===== src/rtl/wheel_pkg.sv =====
// Shared types and the quadrature phase-step helper for the wheel encoder emulator.
package wheel_pkg;

    // {A,B}: bit 1 is channel A, bit 0 is channel B.
    typedef logic [1:0] quad_phase_t;

    typedef enum logic {
        IDLE = 1'b0,
        RUN  = 1'b1
    } emu_state_t;

    localparam int MIN_PERIOD_DEFAULT = 4;

    // Forward walks 00 -> 10 -> 11 -> 01; reverse walks the same ring backwards.
    function automatic quad_phase_t next_phase(input quad_phase_t phase, input logic dir);
        quad_phase_t nxt;
        nxt = phase;
        case (phase)
            2'b00:   nxt = dir ? 2'b10 : 2'b01;
            2'b10:   nxt = dir ? 2'b11 : 2'b00;
            2'b11:   nxt = dir ? 2'b01 : 2'b10;
            2'b01:   nxt = dir ? 2'b00 : 2'b11;
            default: nxt = 2'b00;
        endcase
        return nxt;
    endfunction

endpackage


===== src/rtl/quad_edge_timer.sv =====
// Period counter for the encoder emulator: counts 0..period-1 and strobes tick on the last count.
module quad_edge_timer #(
    parameter int W = 32
) (
    input  logic         clk,
    input  logic         rst,
    input  logic         clear,
    input  logic         enable,
    input  logic [W-1:0] period,
    output logic         tick
);

    localparam logic [W-1:0] ONE = W'(1);

    logic [W-1:0] count;

    assign tick = enable && (count == (period - ONE));

    always_ff @(posedge clk or negedge rst) begin
        if (!rst) begin
            count <= '0;
        end else if (clear || tick) begin
            count <= '0;
        end else if (enable) begin
            count <= count + ONE;
        end
    end

endmodule


===== src/rtl/quad_encoder_emulator.sv =====
// Quadrature encoder emulator: turns period/direction/step commands into an A/B edge stream.
//
// Command handshake: a command transfers in any cycle where cmd_valid && cmd_ready
// at the clock edge; cmd_ready is high in IDLE and in continuous RUN unless abort is high.
module quad_encoder_emulator
    import wheel_pkg::*;
#(
    parameter int MIN_PERIOD    = MIN_PERIOD_DEFAULT,
    parameter int EDGES_PER_REV = 2048,
    parameter int W             = 32
) (
    input  logic         clk,
    input  logic         rst,
    input  logic         cmd_valid,
    output logic         cmd_ready,
    input  logic [W-1:0] cmd_period,
    input  logic         cmd_dir,
    input  logic [W-1:0] cmd_steps,
    input  logic         abort,
    output logic         codeA,
    output logic         codeB,
    output logic         index,
    output logic [W-1:0] position,
    output logic         busy,
    output logic         done,
    output emu_state_t   state
);

    localparam logic [W-1:0] ONE = W'(1);

    quad_phase_t  phase;
    logic [W-1:0] per_q;
    logic         dir_q;
    logic [W-1:0] remaining;
    logic [W-1:0] eff_period;
    logic [W-1:0] pos_next;
    logic         continuous;
    logic         accept;
    logic         tick;
    logic         timer_en;
    logic         timer_clear;

    assign eff_period  = (cmd_period < W'(MIN_PERIOD)) ? W'(MIN_PERIOD) : cmd_period;
    // remaining is only zero in RUN when the command asked for an unbounded run.
    assign continuous  = (remaining == '0);
    assign cmd_ready   = ((state == IDLE) || continuous) && !abort;
    assign accept      = cmd_valid && cmd_ready;
    assign timer_en    = (state == RUN) && !abort;
    assign timer_clear = accept || abort;
    assign pos_next    = dir_q ? (position + ONE) : (position - ONE);

    assign codeA = phase[1];
    assign codeB = phase[0];
    assign busy  = (state == RUN);

    quad_edge_timer #(
        .W(W)
    ) u_timer (
        .clk    (clk),
        .rst    (rst),
        .clear  (timer_clear),
        .enable (timer_en),
        .period (per_q),
        .tick   (tick)
    );

    always_ff @(posedge clk or negedge rst) begin
        if (!rst) begin
            state     <= IDLE;
            phase     <= 2'b00;
            position  <= '0;
            per_q     <= W'(MIN_PERIOD);
            dir_q     <= 1'b0;
            remaining <= '0;
            done      <= 1'b0;
            index     <= 1'b0;
        end else begin
            done  <= 1'b0;
            index <= 1'b0;
            if (abort) begin
                state <= IDLE;
            end else begin
                // An edge coinciding with a continuous-mode accept still uses the old dir.
                if (tick) begin
                    phase    <= next_phase(phase, dir_q);
                    position <= pos_next;
                    index    <= ((pos_next % W'(EDGES_PER_REV)) == '0);
                    if (!continuous) begin
                        remaining <= remaining - ONE;
                        if (remaining == ONE) begin
                            done  <= 1'b1;
                            state <= IDLE;
                        end
                    end
                end
                if (accept) begin
                    state     <= RUN;
                    per_q     <= eff_period;
                    dir_q     <= cmd_dir;
                    remaining <= cmd_steps;
                end
            end
        end
    end

endmodule


===== config.mk =====
export PLATFORM = sky130hd
export DESIGN_NAME = quad_encoder_emulator
export DESIGN_NICKNAME = d
export VERILOG_FILES = /design/src/rtl/wheel_pkg.sv /design/src/rtl/quad_edge_timer.sv /design/src/rtl/quad_encoder_emulator.sv
export SDC_FILE = /design/constraint.sdc
export NUM_CORES = 1
export LEC_CHECK = 0
export ABC_AREA = 1
export BUFFER_PORTS_ARGS = -buffer_cell sky130_fd_sc_hd__buf_4
export CAP_MARGIN = 30
export CORE_MARGIN = 2
export CORE_UTILIZATION = 55
export CTS_BUF_LIST = sky130_fd_sc_hd__clkbuf_16
export DETAILED_ROUTE_END_ITERATION = 12
export HOLD_SLACK_MARGIN = 0.05
export PLACE_DENSITY = 0.87
export SYNTH_ARGS = -nofsm -noshare
export SYNTH_HDL_FRONTEND = slang
export SYNTH_SLANG_ARGS = --single-unit

===== constraint.sdc =====
create_clock -name clk -period 2.8 [get_ports clk]
set_input_delay 0.14 -clock clk [delete_from_list [all_inputs] [get_ports clk]]
set_output_delay 0.14 -clock clk [all_outputs]
set_load 0.05 [all_outputs]

== Word-level counts from Yosys, hierarchy flattened ==
Index checks and enable logic that the tools add are counted.
Storage, ports and cells
  register bits after elaboration: 134
  bits of input ports: 69
  word-level logic and storage cells: 66
Cells by class
  add/subtract/negate cells: 5
  $lt $le $gt $ge: 1
  equal/unequal tests: 7
  mux-type cells: 23
  bitwise operators: 2
  reductions and logical operators: 19
Operator list (count)
  $mux 32: 7
  $sub 32x1->32 const B: 3
  $add 32x1->32 const B: 2
  $logic_not 32->1: 2
  $eq 32x1->1 const B: 1
  $eq 32x32->1: 1
  $lt 32x3->1 const B: 1
  $mux 1: 11
  $mux 2: 4
  $pmux 2 s4: 1
  $reduce_and 3->1: 2
  $reduce_bool 3->1: 2
  $eq 2x2->1 const B: 2
  $logic_and 1x1->1: 4
  $reduce_and 2->1: 2
  $reduce_bool 2->1: 2
  $logic_or 1x1->1: 3
  $ne 3x2->1 const B: 1
  $eq 2x1->1 const B: 1
  $logic_not 2->1: 1
  $ne 2x1->1 const B: 1
  $not 1->1: 2
  $logic_not 1->1: 1

== Logic depth before layout (Yosys ltp) ==
Gate-level depths: netlist (run 1).
  depth in word-level cells: 7
  mapped depth: 18

== By module ==
A second synthesis (run 1) with hierarchy kept.
Second synthesis, totals
  cells, all modules: 1805
  area, all modules: 11193.2 um^2
By module, submodules not included
  quad_encoder_emulator: instances 1, cells each 1219, area an instance 7662.3 um^2, seq. area each 2553.7 um^2
  quad_edge_timer: instances 1, cells each 586, area an instance 3530.9 um^2, seq. area each 800.8 um^2

== Worst setup path before layout (run 1) ==
Ideal clock, no wire load.
  path kind: reg2reg
  start: reg dir_q
  end: reg position[30]
  arrival: 2663 ps
  required time: 2734 ps
  slack: 71 ps
  stages on the path, launching flop included: 14
  period minus slack after synthesis: 2729 ps
  cells stage by stage: dfrtp_1 inv_1 fa_1 nand2_1 nand3_1 o21ai_0 o21ai_0 inv_1 o21ai_0 nand4_1 nand2_1 xor2_1 nand2_1 nand2_1
On the way
  longest elaborated chain between the ends: 1
RTL lines
  start, declared: line quad_encoder_emulator.sv:33  | logic dir_q;
  start signal, assigned: line quad_encoder_emulator.sv:99  | dir_q <= cmd_dir;
  $mux 32: line quad_encoder_emulator.sv:50  | assign pos_next = dir_q ? (position + ONE) : (position - ONE);
  end signal, assigned: line quad_encoder_emulator.sv:86  | position <= pos_next;
  end, declared: line quad_encoder_emulator.sv:23  | output logic [W-1:0] position,
No other way between the ends.
A chain may end at the register's enable or synchronous reset.

== Final worst setup path (run 1) ==
  start: reg dir_q
  end: reg index
On the way
  longest elaborated chain between the ends: 4
RTL lines
  $mux 32: line quad_encoder_emulator.sv:50
  $logic_not 32->1: line quad_encoder_emulator.sv:87  | index <= ((pos_next % W'(EDGES_PER_REV)) == '0);
  $mux 1: line quad_encoder_emulator.sv:84  | if (tick) begin
  $mux 1: line quad_encoder_emulator.sv:80  | if (abort) begin
  end signal, assigned: line quad_encoder_emulator.sv:87
  end, declared: line quad_encoder_emulator.sv:22  | output logic index,
No other way between the ends.

==> flow_metrics.tcl, run 1 <==
set metrics [dict create \
    synth.distinct_cells 48 \
    synth_seq_area_share_pct 31.2 \
    drive_gt1_share_pct 11.5 \
    grt_setup_unrepaired "false" \
    first_global_vias 11068 \
    cp_slowest_cell "ha_1" \
    n_antenna_cell 0 \
    cts.sinks 134 \
    synthCells 1628 \
    nNetsFinal 1901 \
    dieWidth_um 144 \
    core_um2 19300 \
    start_util_pct 55.5 \
    clk_pin_slew_worst_paths_ns 0.06 \
    critical_path.max_stage_delay_ns 0.39 \
    slew_viol_final 0 \
    synth-main-ff-cell "dfrtp_1" \
    syn_area_per_cell_um2 6.60 \
    crit_fanout 5 \
    htree_levels 4 \
    r2r_slack_ns 0.13 \
    layout_commonest_cell "nand2_1" \
    final_cell_mix "551 x nand2_1, 203 x nor2_1, 147 x inv_1, 133 x dfrtp_1, 124 x buf_4" \
    num_vias 11320 \
    critPathKind "reg -> reg" \
    max_freq_ghz 0.374 \
    vias_per_cell 5.47 \
    final_util_pct 67.4 \
    synth_edf_count 0 \
    die_area_um2 20700 \
    async_reset_ff_share_pct 100 \
    placedCellCount 1978 \
    port_buffers 107 \
    power.density_nw_per_um2 562 \
    cts_tree "yes" \
    ios 108 \
    hp-class "in -> reg" \
    drtIter0Drc 981 \
    cts_root_buf "clkbuf_16" \
    yosysWarnings 0 \
    dp_hpwl_mm 23.0 \
    finalNonFillerCells 2068 \
    min_period_ns 2.67 \
    hold_depth 5 \
    reg2reg_depth 11 \
    synth-seq-cells 134 \
    worstHoldStart "cmd_steps[11]" \
    syn_area_um2 10700 \
    outcome "finished, final reports clean" \
    cts_made_buffers 17 \
    dr.pass1.iters 6 \
    area_delta_synth_final_pct 21.4 \
    die_height_um 144 \
    ir_drop_mv 0.440 \
    grt_antenna_before_repair 0 \
    cp_num_buf_inv 2 \
    drv_cap 0 \
    avgRoutedWirePerCell_um 15.4 \
    worstPathCellList "inv_1 > ha_1 > nand2_1 > nand3_1 > o21ai_0 > o21ai_2 > inv_1 > o21ai_1 > xor2_2 > nand4_1 > nor2_1" \
    required_ns 3.15 \
    gp_congestion 0.957 \
    crit_family "compound AO/OA/AOI/OAI gates" \
    worstSetupStartpointType "flop" \
    setup_tns_ns 0 \
    slew-limit-headroom_pct 45.6 \
    timing.rr.end "index" \
    p_leak_nw 6.88 \
    clk_path_buf_depth 2 \
    setup_viol 0 \
    endpoint_kind "flop" \
    detail-route-antenna-nets 0 \
    rows 51 \
    drcViolationCount 0 \
    wl_mm 31.8 \
    hold_end "remaining[11]" \
    timing.rr.start "dir_q" \
    worst_skew_pair.late_latency_ns 0.43 \
    finClkSkew_ns 0.0141 \
    grt_pass1_wl_mm 52.2 \
    grt.total_usage_pct 31.6 \
    fin_crit_sh_pct 95.4 \
    arrival_ns 3.02 \
    holdWs_ns 0.0745 \
    worst_pin_slew_ns 0.816 \
    grt_remaining_overflow 0 \
    grt_max_degree 88 \
    hold_viol 0 \
    syn_nets 1734 \
    crit_top_cell "inv_1" \
]
-- sequential cells by signal, summed over array words and instances, names as in the netlist --
signal         count
index              1
busy               1
done               1
remaining         32
position          32
phase              2
per_q             32
u_timer.count     32
dir_q              1
-- cells by family after synthesis --
kind of cell               after synthesis  synth area share (%)
AOI/OAI and AO/OA                      144                  7.20
xor gates and xnor gates               118                  9.62
adders and majority gates               37                  4.38
buffers and inverters                  194                  7.57
DFF                                    134                  31.2
muxes                                    1                0.0932
and+or+nand+nor                       1000                  39.9
-- stage by stage --
stage                     area [um^2]  power [mW]  setup slack, ns
after floorplan                 10700        4.45           0.0709
after global placement          11800        5.08          -0.0968
after detailed placement        11800        5.16           -0.181
after CTS                       13000        7.26           0.0379
after global routing            13000        7.81         0.000513
final                           13000        7.33            0.129
-- tightest hold or removal path, cell delays in order --
cell     delay, ns
buf_4         0.08
nand2_1       0.05
o21ai_0       0.08
nand2_1       0.07
nand2_1       0.05
-- worst max-delay path by stage --
stage,start,to,cells past startpoint
floorplan,dir_q,position[30],13
global placement,dir_q,index,10
detailed placement,dir_q,index,10
CTS,dir_q,index,10
global route,dir_q,position[21],12
finish,dir_q,index,11
-- cells in the mapped netlist (3+ instances only) --
cell	count	share of area [%]
a21o_1	5	0.35
a21oi_1	43	2.0
a31oi_1	9	0.52
buf_1	3	0.10
buf_2	22	1.0
buf_4	3	0.21
buf_6	6	0.63
clkbuf_1	11	0.38
dfrtp_1	133	31
ha_1	36	4.2
inv_1	145	5.1
inv_2	3	0.10
nand2_1	551	19
nand2_2	3	0.17
nand2_4	3	0.31
nand3_1	110	5.1
nand3b_1	6	0.42
nand4_1	46	2.7
nor2_1	206	7.2
nor2_2	13	0.76
nor2_4	5	0.52
nor3_1	25	1.2
nor4_1	13	0.76
o21ai_0	72	3.4
o21ai_1	4	0.19
o21bai_1	3	0.21
or2_2	8	0.47
xnor2_1	25	2.0
xor2_1	93	7.6
-- layout make-up --
cell class	count	area (um^2)
timing repair buffer	194	1670
multi-input combinational	1300	6630
tap	265	332
sequential	134	3350
clock inverter	10	71.3
fill	1645	6300
inverter	148	556
clock buffer	17	425
-- timing repair --
action                     CTS  global route
gates cloned                 0             0
pin swaps                    0             1
buffers inserted             0             1
setup endpoints to repair    3            88
hold endpoints to repair   122             0
resized for setup            2            19
hold buffers                62             0
-- routing by layer --
metal | GRT usage, % | share of wire (%)
met2 | 54.9 | 48
met3 | 4.53 | 5.5
met1 | 39.6 | 43
met4 | 12.5 | 3.2
met5 | 0 | 0
-- power breakdown --
| group | switching (mW) | total (mW) | internal [mW] |
|---|---|---|---|
| registers | 0.352 | 2.56 | 2.21 |
| clock network | 0.843 | 2.01 | 1.17 |
| logic | 1.74 | 2.75 | 1.01 |
No activity file was read; power rests on OpenSTA's default activity.
==> inputs of run 2 (changes only) <==
- CELL_PAD_IN_SITES_DETAIL_PLACEMENT: not set -> 1
- CELL_PAD_IN_SITES_GLOBAL_PLACEMENT: not set -> 2
- CORE_UTILIZATION: 55 -> 30
- PLACE_DENSITY: 0.87 -> 0.86
==> flow_metrics.tcl, run 2 (synthesis results as in run 1) <==
set metrics [dict create \
    outcome "finished, final reports clean" \
    crit_top_cell "nand2_1" \
    placedCellCount 2188 \
    vias_per_cell 4.91 \
    max_freq_ghz 0.379 \
    dp_slack_ns -0.0409 \
    power.density_nw_per_um2 565 \
    cts.sinks 134 \
    endpoint_kind "flop" \
    dp_hpwl_mm 29.3 \
    fin_crit_sh_pct 94.3 \
    min_period_ns 2.64 \
    core_um2 35400 \
    required_ns 3.14 \
    worstHoldStart "cmd_steps[27]" \
    slew_viol_final 0 \
    start_util_pct 30.3 \
    nNetsFinal 1927 \
    avgRoutedWirePerCell_um 17.2 \
    port_buffers 107 \
    worst_skew_pair.late_latency_ns 0.45 \
    finalNonFillerCells 2295 \
    cts_made_buffers 17 \
    dieWidth_um 193 \
    grt_max_degree 88 \
    timing.rr.start "per_q[0]" \
    layout_commonest_cell "nand2_1" \
    dr.pass1.iters 7 \
    hold_end "remaining[27]" \
    fillers 4576 \
    wl_mm 39.6 \
    num_vias 11264 \
    hp-class "in -> reg" \
    die_area_um2 37300 \
    hold_viol 0 \
    cts_tree "yes" \
    fin_ws_ns 0.160 \
    total_power_mw 7.76 \
    detail-route-antenna-nets 0 \
    htree_levels 4 \
    drtIter0Drc 650 \
    ios 108 \
    drive_gt1_share_pct 14.3 \
    reg2reg_depth 16 \
    grt_antenna_before_repair 0 \
    area_delta_synth_final_pct 27.9 \
    arrival_ns 2.98 \
    crit_fanout 8 \
    critical_path.max_stage_delay_ns 0.41 \
    grt_pass1_wl_mm 63.8 \
    drv_cap 0 \
    cp_slowest_cell "dfrtp_1" \
    hold_depth 5 \
    timing.rr.end "remaining[18]" \
    finClkSkew_ns 0.0109 \
    rows 69 \
    r2r_slack_ns 0.16 \
    first_global_vias 12006 \
    slew-limit-headroom_pct 47.0 \
    worst_pin_slew_ns 0.795 \
    die_height_um 193 \
    p_leak_nw 7.09 \
    final_cell_mix "547 x nand2_1, 192 x nor2_1, 145 x inv_1, 144 x buf_4, 131 x dfrtp_1" \
    grt.total_usage_pct 21.1 \
    setup_viol 0 \
    gp_congestion 0.866 \
    clk_pin_slew_worst_paths_ns 0.07 \
    critPathKind "reg -> reg" \
    ir_drop_mv 0.412 \
    grt_remaining_overflow 0 \
    drcViolationCount 0 \
    n_antenna_cell 0 \
    worstSetupStartpointType "flop" \
    cts_root_buf "clkbuf_16" \
    clk_path_buf_depth 2 \
    worstPathCellList "inv_2 > ha_2 > nand2_4 > nor2_8 > nand2_4 > nor2_4 > nand3_1 > nand2_1 > nand2_1 > nor2_1 > nand2_1 > nor2_4 > nand3_4 > clkbuf_16 > nand3_1 > nand2_1" \
]
-- run 2: layer usage --
metal,up-vias,routed length [um],part of all wire (%),GRT usage (%)
met5,-,0,0,0
met4,0,812,2.1,5.97
met3,52,962,2.4,3.07
met2,164,18900,48,35.7
met1,5439,18900,48,28.1
li1,5609,-,-,-
-- run 2: layout make-up --
type                            instances  area [um^2]  area share (%)
Clock inverter                         15          131           0.956
Sequential cell                       134         3360            24.4
Timing Repair Buffer                  219         1940            14.1
Inverter                              148          556            4.04
Multi-Input combinational cell       1301         6750            49.1
Clock buffer                           17          425            3.10
Tap cell                              461          577            4.20
-- run 2: what timing repair did --
| action | CTS | global route |
|---|---|---|
| endpoints found under the hold margin | 129 | 1 |
| pin swaps | 0 | 6 |
| cloned | 0 | 4 |
| resized for setup | 4 | 44 |
| hold buffers | 62 | 1 |
| setup buffers | 0 | 8 |
| endpoints found under the setup margin | 32 | 100 |
-- run 2: how the worst max path moves through the flow --
stage / endpoint / start / depth (start not counted)
after floorplan: position[30] / dir_q / 13
after global placement: remaining[12] / per_q[17] / 15
after detailed placement: remaining[8] / per_q[16] / 15
after CTS: remaining[8] / per_q[0] / 16
after global routing: remaining[14] / per_q[0] / 16
final: remaining[18] / per_q[0] / 16
-- run 2: power breakdown --
part	total (mW)	switching [mW]	internal, mW
Clock	2.25	1.02	1.22
Sequential	2.56	0.355	2.21
Combinational	2.95	1.87	1.09
-- run 2: critical path: cells and delay by family, from the launching register on --
| family | cells | cell delay, ns |
|---|---|---|
| AND/OR/NAND/NOR | 13 | 1.55 |
| flip-flops | 1 | 0.41 |
| buffers and inverters | 2 | 0.34 |
| adder cells (fa/ha/maj) | 1 | 0.23 |
-- run 2: per-stage QoR --
step | util (%) | hold slack (ns) | cell area, um^2 | setup TNS (ns)
global placement | 34.5 | 0.246 | 12200 | 0
detailed placement | 34.6 | 0.245 | 12200 | -0.121
floorplan | - | -0.156 | 10700 | 0
finish | 38.8 | 0.105 | 13700 | 0
CTS | 37.9 | 0.0523 | 13400 | 0
global route | 38.8 | 0.117 | 13700 | -0.0993
==> inputs of run 3 (changes only) <==
- BUFFER_PORTS_ARGS: -buffer_cell sky130_fd_sc_hd__buf_4 -> not set
- CORE_UTILIZATION: 30 -> 33
- DONT_BUFFER_PORTS: not set -> 1
- PLACE_DENSITY: 0.86 -> 0.87
==> flow_metrics.tcl, run 3 (synthesis results as in run 1) <==
set metrics [dict create \
    cts_tree "yes" \
    required_ns 3.19 \
    cts_root_buf "clkbuf_16" \
    finalNonFillerCells 2179 \
    grt.total_usage_pct 22.2 \
    endpoint_kind "flop" \
    hold_viol 134 \
    nNetsFinal 1830 \
    drive_gt1_share_pct 8.35 \
    setup_tns_ns 0 \
    drcViolationCount 0 \
    port_buffers 0 \
    gp_congestion 0.895 \
    p_leak_nw 6.57 \
    placedCellCount 2079 \
    final_cell_mix "549 x nand2_1, 200 x nor2_1, 144 x inv_1, 132 x dfrtp_1, 110 x nand3_1" \
    die_area_um2 34000 \
    avgRoutedWirePerCell_um 17.0 \
    vias_per_cell 5.02 \
    critPathKind "reg -> reg" \
    clk_pin_slew_worst_paths_ns 0.07 \
    die_height_um 184 \
    start_util_pct 33.3 \
    dpl_cell_area_um2 11500 \
    fin_crit_sh_pct 92.8 \
    power.density_nw_per_um2 600 \
    dr.pass1.iters 5 \
    first_global_vias 11365 \
    num_vias 10930 \
    finClkSkew_ns 0.0139 \
    rows 66 \
    setup_viol 0 \
    area_delta_synth_final_pct 19.6 \
    total_power_mw 7.71 \
    max_freq_ghz 0.385 \
    finalInstanceArea_um2 12800 \
    slew-limit-headroom_pct 56.7 \
    arrival_ns 2.99 \
    hp-class "in -> async" \
    layout_commonest_cell "nand2_1" \
    r2r_slack_ns 0.20 \
    detail-route-antenna-nets 0 \
    core_um2 32300 \
    worstSetupStartpointType "flop" \
    dieWidth_um 184 \
    timing.rr.start "per_q[0]" \
    fillers 4148 \
    drv_cap 0 \
    ios 108 \
    fin_ws_ns 0.203 \
    ir_drop_mv 0.459 \
    clk_path_buf_depth 2 \
    dp_hpwl_mm 27.8 \
    crit_fanout 16 \
    htree_levels 4 \
    dp_slack_ns -0.0155 \
    n_antenna_cell 0 \
    wl_mm 37.1 \
    min_period_ns 2.60 \
    final_util_pct 39.8 \
    worst_pin_slew_ns 0.649 \
    failed_checks "hold timing" \
    grt_remaining_overflow 0 \
    grt_pass1_wl_mm 59.5 \
    drtIter0Drc 455 \
    timing.rr.end "remaining[1]" \
    slew_viol_final 0 \
    grt_max_degree 135 \
    reg2reg_depth 16 \
    cts_made_buffers 17 \
    outcome "finished, violations left" \
    worst_skew_pair.late_latency_ns 0.45 \
    cts.sinks 134 \
    cts_hold_buf 65 \
    grt_antenna_before_repair 0 \
    holdWs_ns -0.620 \
]
==> run 3: how the worst max path moves through the flow <==
stage,from,endpoint,cells past startpoint,slack (ns)
after floorplan,dir_q,position[30],13,0.07
after global placement,per_q[0],remaining[27],16,0.04
after detailed placement,per_q[0],remaining[22],16,-0.02
after CTS,per_q[0],remaining[14],16,-0.004
after global routing,per_q[0],remaining[12],17,-0.004
final,per_q[0],remaining[1],16,0.20
==> run 3: power by group <==
group	internal (mW)	leakage (nW)	switching (mW)	total, mW
combinational	0.977	4.49	1.75	2.72
sequential	2.21	1.78	0.335	2.54
clock	1.42	0.289	1.03	2.45
total	4.60	6.57	3.11	7.71
==> run 3: area by class of cell <==
class / count / area, um^2 / share of cell area, %
sequential: 134 / 3360 / 26.1
timing repair buffer: 122 / 1120 / 8.74
tap: 442 / 553 / 4.30
clock buffer: 17 / 425 / 3.31
multi-input combinational: 1301 / 6640 / 51.7
inverter: 148 / 556 / 4.32
clock inverter: 15 / 193 / 1.50
==> run 3: routing by layer <==
metal	share of wire, %	wire (um)	global-route usage, %
met5	0	0	0
met4	1.9	698	6.40
met3	3.6	1320	3.83
met2	48	17600	37.8
met1	47	17400	28.9
==> run 3: repair_timing <==
action                                  CTS  global route
pin swaps                                 0             2
gates resized for setup                   1            17
endpoints found under the setup margin   30            85
setup buffers                             0             2
gates cloned                              0             1
endpoints found under the hold margin   199           134
==> run 3: critical path, cell delays in order, from the launching register on <==
cell	delay, ns
dfrtp_1	0.41
inv_2	0.08
ha_2	0.22
nand2_2	0.12
nor2_8	0.15
nand2_4	0.11
nor2_4	0.15
nand2_1	0.08
nand2_1	0.07
nand2_1	0.14
nor3_2	0.17
nand2_1	0.11
nor2_4	0.16
nand3_4	0.16
nand2_4	0.26
nand2_1	0.09
nand2_1	0.06
